[src/rtl/bnn_neuron_acc.sv]
// Binarised-neuron sequencer: streams (x,w) beats through an external
// +/-1 ALU, accumulates onto a bias and hands the sum to the next layer.
module bnn_neuron_acc #(
  parameter int ACC_W = 12,
  parameter int CNT_W = 11
) (
  input  logic             clk,
  input  logic             rst_n,
  input  logic             start,
  input  logic [CNT_W-1:0] n_inputs,
  input  logic [ACC_W-1:0] bias,
  input  logic             in_valid,
  input  logic             in_x,
  input  logic             in_w,
  output logic             in_ready,
  output logic             alu_a_lsb,
  output logic             alu_op,
  output logic [ACC_W-1:0] alu_b,
  input  logic [ACC_W-1:0] alu_result,
  output logic             out_valid,
  input  logic             out_ready,
  output logic [ACC_W-1:0] out_sum,
  output logic             out_act,
  output logic             busy
);

  typedef enum logic [1:0] {
    IDLE,
    ACC,
    DONE
  } state_t;

  state_t           state_q, state_d;
  logic [ACC_W-1:0] acc_q, acc_d;
  logic [ACC_W-1:0] bias_q, bias_d;
  logic [CNT_W-1:0] cnt_q, cnt_d;
  logic [CNT_W-1:0] n_q, n_d;
  logic             in_ready_q, in_ready_d;
  logic             out_valid_q, out_valid_d;
  logic             busy_q, busy_d;
  logic             beat;

  assign beat = in_valid && in_ready_q;

  always_comb begin
    state_d = state_q;
    acc_d   = acc_q;
    bias_d  = bias_q;
    cnt_d   = cnt_q;
    n_d     = n_q;
    unique case (state_q)
      IDLE: begin
        if (start) begin
          n_d     = n_inputs;
          bias_d  = bias;
          acc_d   = bias;
          cnt_d   = '0;
          state_d = (n_inputs == '0) ? DONE : ACC;
        end
      end
      ACC: begin
        if (beat) begin
          acc_d = alu_result;
          cnt_d = cnt_q + CNT_W'(1);
          if (cnt_d == n_q) state_d = DONE;
        end
      end
      DONE: begin
        if (out_ready) state_d = IDLE;
      end
      default: state_d = IDLE;
    endcase
    // handshake outputs are decoded from the next state so they stay registered
    in_ready_d  = (state_d == ACC);
    out_valid_d = (state_d == DONE);
    busy_d      = (state_d != IDLE);
  end

  always_ff @(posedge clk) begin
    if (!rst_n) begin
      state_q     <= IDLE;
      acc_q       <= '0;
      bias_q      <= '0;
      cnt_q       <= '0;
      n_q         <= '0;
      in_ready_q  <= 1'b0;
      out_valid_q <= 1'b0;
      busy_q      <= 1'b0;
    end else begin
      state_q     <= state_d;
      acc_q       <= acc_d;
      bias_q      <= bias_d;
      cnt_q       <= cnt_d;
      n_q         <= n_d;
      in_ready_q  <= in_ready_d;
      out_valid_q <= out_valid_d;
      busy_q      <= busy_d;
    end
  end

  assign in_ready  = in_ready_q;
  assign out_valid = out_valid_q;
  assign busy      = busy_q;
  assign alu_a_lsb = 1'b1;
  assign alu_op    = in_x ^ in_w;
  assign alu_b     = acc_q;
  assign out_sum   = acc_q;
  assign out_act   = ~acc_q[ACC_W-1];

endmodule

[config.mk]
export PLATFORM = sky130hd
export DESIGN_NAME = bnn_neuron_acc
export DESIGN_NICKNAME = d
export VERILOG_FILES = /design/src/rtl/bnn_neuron_acc.sv
export SDC_FILE = /design/constraint.sdc
export NUM_CORES = 1
export LEC_CHECK = 0
export CORE_MARGIN = 5
export CORE_UTILIZATION = 37
export DETAILED_ROUTE_END_ITERATION = 10
export PLACE_DENSITY = 0.69
export SKIP_LAST_GASP = 1
export SYNTH_ARGS = -nofsm -noshare
export SYNTH_HDL_FRONTEND = slang
export SYNTH_SLANG_ARGS = --single-unit
export TNS_END_PERCENT = 30
[constraint.sdc]
create_clock -name clk -period 2.08 [get_ports clk]
set_clock_uncertainty 0.2 [all_clocks]
set_input_delay 0.416 -clock clk [delete_from_list [all_inputs] [get_ports clk]]
set_output_delay 0.416 -clock clk [all_outputs]
set_load 0.03 [all_outputs]
==> impl_metrics.toml, run 1 <==
[die]
die_w_um = 88.2
row_count = 28
io_pins = 72
die-area_mm2 = 0.00777
die_h_um = 88.2
core-area_mm2 = 0.00592
initial_core_util_pct = 38.2

[yosys]
syn_area_mm2 = 0.00226
synth-edff-count = 0
synth_top_area_cell = "dfxtp_1"
yosysTopAreaCellShare_pct = 34.5
ys.flop_type = "dfxtp_1"
ys_ff_latch = 39
yosysSeqAreaShare_pct = 34.5
ys_top_cells_by_area = "dfxtp_1 (35%), nand2_1 (7.1%), o211a_1 (5.8%), mux2i_1 (5.3%), a21boi_1 (4.3%)"
async_flop_share_pct = 0
synth.avg_cell_area_um2 = 8.53
syn_nets = 308
synth_cells = 265
ys_types = 49
ys_warn_count = 0

[cells_and_area]
layout_common_cells = "clkdlybuf4s50_1 (69), nand2_1 (43), dfxtp_1 (37)"
n_antenna_cell = 0
fillers = 555
final_cells = 412
final_util_pct = 54.0
drive_gt1_share_pct = 13.6
multi_input_area_mm2 = 0.00133
final_common_cell = "clkdlybuf4s50_1"
syn2layout_area_growth_pct = 41.5
seq_area_um2 = 783
fin_nets = 379

[global_route]
grt_usage_pct = 15.3
grt-ovfl-total = 0
grt_first_pass_wirelength_um = 9270
first_global_vias = 1976
antenna_found_initial = 0
grt_max_degree = 26

[timing]
rsz0062_at_grt = "true"
fmax_ghz = 0.495
setup_ws_ps = 58.1
hold_violations = 0
post-route-min-period_ps = 2020
finalSetupViolCount = 0
timing.final.crit_share_pct = 97.2
hold_ws_ps = 270
drv_slew = 0
fin_setup_tns_ps = 0

[cts]
clkTransAtPathRegs_ps = 70
clock_path_buffers = 2
cts_buffers = 5
ctsHoldBuffers = 0
cts_root_buffer = "clkbuf_8"
cts_tree = "done"
clkSinkCount = 39
clk_latency_ps = 290
htreeDepth = 2

[hold_path]
hp-start = "n_q[10]$_SDFFE_PN0P_"
hold_class = "reg2reg"

[flow_run]
max-cap-violations = 0

[worst_setup_path]
timing.rr.start = "cnt_q[0]$_SDFFE_PN0P_"
start_kind = "input pin"
required_ps = 2110
critPathArrivalTime_ps = 2050
crit_type = "in2reg"
cp-end-kind = "flip-flop"
crit_start = "n_inputs[1]"
worst-path-max-fanout = 2

[detailed_routing]
drt_pass1_iterations = 4
vias = 2064
drt_iter0_drc = 98
ant_nets = 0
avgViaCountPerCell = 5.01
drc = 0
drt_wl_total_um = 5700
wire_per_inst_um = 13.8

[placed_design]
post-dp-hpwl_um = 4430
dp_slack_ps = -237
dp.cells = 404
gp_congestion = 0.859
io_buffers = 70

[power]
leakage_nw = 1.31
vdd_ir_drop_max_v = 0.000404
powerDensity_mw_per_mm2 = 573

[outcome]
status = "finished, final reports clean"
Yosys cell counts, drive strengths merged (3+ instances only):
master / n
o21ai: 7
nor4: 4
xor2: 6
clkbuf: 11
nor3: 4
buf: 20
a21oi: 6
a21boi: 14
or3: 4
nand4b: 3
xnor2: 9
nor2: 12
o211a: 13
nand3: 7
dfxtp: 39
inv: 4
nor3b: 3
and2: 3
a22oi: 3
nor2b: 10
nand2: 43
mux2i: 12
flip-flops by register name (all words and copies together), names as in the netlist:
register,cells
in_ready,1
out_valid,1
n_q,11
busy,1
state_q,2
cnt_q,11
alu_b,12
critical path, stage by stage:
cell,delay (ps)
clkdlybuf4s50_1,420
or4_1,570
o41ai_1,330
and3b_1,220
a41o_1,90
cell type report:
type / count / area share [%]
Clock buffer: 7 / 2.39
Sequential cell: 39 / 24.5
Inverter: 4 / 0.469
Tap cell: 75 / 2.93
Timing Repair Buffer: 95 / 28.1
Multi-Input combinational cell: 191 / 41.5
Clock inverter: 1 / 0.156
cell families after synthesis:
group	Yosys count	share of synthesized area [%]
AND/OR/NAND/NOR	107	25.1
AO/OA/AOI/OAI	54	19.4
flip-flops	39	34.5
buffers and inverters	35	8.36
XOR/XNOR	15	6.14
multiplexers	12	5.31
adder cells (fa/ha/maj)	2	0.996
other	1	0.166
stage by stage:
step	area (µm²)	power [mW]
finish	3200	1.83
global route	3200	1.92
CTS	3170	1.86
detailed placement	3080	1.36
global placement	3080	1.36
floorplan	2260	1.14
per-layer routing:
| metal | vias up | global-route usage [%] | share of wire [%] |
|---|---|---|---|
| met5 | - | 0 | 0 |
| met1 | 931 | 19.3 | 45 |
| met2 | 66 | 24.3 | 47 |
| met4 | 0 | 4.95 | 1.3 |
| li1 | 1059 | - | - |
| met3 | 8 | 5.36 | 7.4 |
repair_timing:
| action | in CTS | in global routing |
|---|---|---|
| setup buffers | 0 | 1 |
| resized for setup | 1 | 8 |
| pin swaps | 2 | 5 |
| setup endpoints to repair | 2 | 4 |
worst paths after layout:
kind,end,slack [ps],depth (start not counted)
worst min-delay path,n_q[10]$_SDFFE_PN0P_,270,2
worst min register to register,n_q[10]$_SDFFE_PN0P_,270,2
worst max-delay path,state_q[1]$_SDFF_PN0_,60,5
worst max register to register,state_q[1]$_SDFF_PN0_,80,7
report_power, final:
group	switching (mW)	leakage [nW]	internal (mW)
sequential	0.0363	0.321	0.789
combinational	0.263	0.942	0.254
clock	0.257	0.0422	0.235
(Power assumes the default switching activity.)
==> run 2: changes to the inputs <==
==> constraint.sdc (replaced) <==
create_clock -name clk -period 2.08 [get_ports clk]
set_clock_uncertainty 0.2 [all_clocks]
set_input_delay 0.416 -clock clk [delete_from_list [all_inputs] [get_ports clk]]
set_output_delay 0.416 -clock clk [all_outputs]
set_load 0.01 [all_outputs]
==> run 2 against run 1 <==
Worst setup slack worse by 16 ps. Wire length up 4.4%. Clock power up 34%. Cell count down 0.49%. Highest routed layer unchanged. Design area up 0.98%.
==> impl_metrics.toml, run 2 (synthesized netlist as in run 1, its figures left out) <==
[cts]
cts_buffers = 5
post_cts.repair.setup_buffers = 0
cts_tree = "done"
clkSinkCount = 39
clock_path_buffers = 2
htreeDepth = 2
cts_root_buffer = "clkbuf_8"
clk_latency_ps = 290
clkTransAtPathRegs_ps = 80

[timing]
relSlewSlack_pct = 64.1
post-route-min-period_ps = 2040
timing.final.crit_share_pct = 98.0
worst_pin_slew_ps = 535
hold_violations = 0
finalSetupViolCount = 0
drv_slew = 0
fmax_ghz = 0.491

[worst_setup_path]
crit_type = "in2reg"
worst-path-max-fanout = 2
required_ps = 2110
max_stage_delay_ps = 580
cp_num_buf_inv = 1
path_delay_family = "simple AND/OR/NAND/NOR gates"
reg2reg_depth = 6
crit_start = "n_inputs[1]"
r2r_end = "state_q[1]$_SDFF_PN0_"
critPathArrivalTime_ps = 2070
timing.rr.start = "cnt_q[10]$_SDFFE_PN0P_"
path_cells = "clkdlybuf4s50_1 > or4_1 > o41ai_1 > and3b_1 > a41o_1"
cp-end-kind = "flip-flop"
start_kind = "input pin"
rrSetupSlack_ps = 80
cp_slowest_cell = "or4_1"

[die]
die_h_um = 88.2
die_w_um = 88.2
initial_core_util_pct = 38.2
io_pins = 72
core-area_mm2 = 0.00592
die-area_mm2 = 0.00777
row_count = 28

[placed_design]
dpl-instance-area_mm2 = 0.00307
post-dp-hpwl_um = 4600
io_buffers = 70
gp_congestion = 0.860

[detailed_routing]
drt_wl_total_um = 5950
avgViaCountPerCell = 5.11
vias = 2095
drc = 0
ant_nets = 0
drt_iter0_drc = 103
drt_pass1_iterations = 4
wire_per_inst_um = 14.5

[global_route]
grt_max_degree = 26
first_global_vias = 2109
grt-ovfl-total = 0
grt_usage_pct = 15.8
grt_first_pass_wirelength_um = 9660
antenna_found_initial = 0

[hold_path]
hold_class = "reg2reg"
whs_path_depth = 2
holdPathEnd = "n_q[0]$_SDFFE_PN0P_"
hp-start = "n_q[0]$_SDFFE_PN0P_"

[cells_and_area]
largest_register_ffs = 12
final_common_cell = "clkdlybuf4s50_1"
n_antenna_cell = 0
fin_nets = 377
fillers = 561
drive_gt1_share_pct = 13.4
postLayoutCellArea_mm2 = 0.00323
syn2layout_area_growth_pct = 42.8
layout_common_cells = "clkdlybuf4s50_1 (69), nand2_1 (43), dfxtp_1 (37)"

[flow_run]
max-cap-violations = 0

[power]
power_mw = 1.92
powerDensity_mw_per_mm2 = 595
vdd_ir_drop_max_v = 0.000349
leakage_nw = 1.33

[outcome]
status = "finished, final reports clean"
-- run 2: metal layers --
metal	part of all wire (%)	track usage (%)	wire length [µm]	up-vias
met3	7.5	5.74	449	7
met4	1.5	4.53	91	0
met1	44	19.2	2590	965
li1	-	-	-	1053
met2	47	26.4	2820	70
met5	0	0	0	-
-- run 2: repair_timing --
item | 4_1_cts | 5_1_grt
hold buffers | 0 | 0
pin swaps | 0 | 3
gates resized for setup | 1 | 9
endpoints found under the setup margin | 2 | 4
-- run 2: report_power, final --
group	internal [mW]	switching (mW)	leakage [nW]
combinational	0.256	0.181	0.949
sequential	0.789	0.0375	0.321
clock	0.388	0.271	0.0612
-- run 2: through the flow --
| stage | setup slack [ps] | TNS [ps] | cells | utilization [%] | hold WS, ps |
|---|---|---|---|---|---|
| floorplan | 30.3 | 0 | 265 | - | 247 |
| global placement | -216 | -3340 | 402 | 51.8 | 257 |
| detailed placement | -244 | -3470 | 402 | 51.8 | 263 |
| CTS | -7.31 | -7.31 | 410 | 53.8 | 272 |
| global route | -27.3 | -51.1 | 410 | 54.5 | 290 |
| finish | 41.6 | 0 | 410 | 54.5 | 268 |
-- run 2: worst max path at each step --
stage,endpoint,slack (ps),depth (start not counted)
6_report,state_q[1]$_SDFF_PN0_,40,5
5_1_grt,state_q[1]$_SDFF_PN0_,-30,6
3_3_place_gp,out_valid$_SDFF_PN0_,-220,5
2_1_floorplan,out_valid$_SDFF_PN0_,30,5
3_5_place_dp,state_q[1]$_SDFF_PN0_,-240,5
4_1_cts,state_q[1]$_SDFF_PN0_,-7,7
-- run 2: worst register-to-register path, stage by stage, from the launching register on --
cell and delay (ps):
dfxtp_1 350, xnor2_1 450, nor4_4 80, a311oi_2 290, a22oi_1 140, buf_4 170
a41o_1 220
-- run 2: cell type report --
type	instances	area (µm²)	area share (%)
multi-input cells	191	1340	41.3
well taps	75	93.8	2.91
clock buffers	6	82.6	2.56
flip-flops and latches	39	783	24.3
clock inverters	2	35.0	1.08
repair buffers	93	885	27.4
inverters	4	15.0	0.465
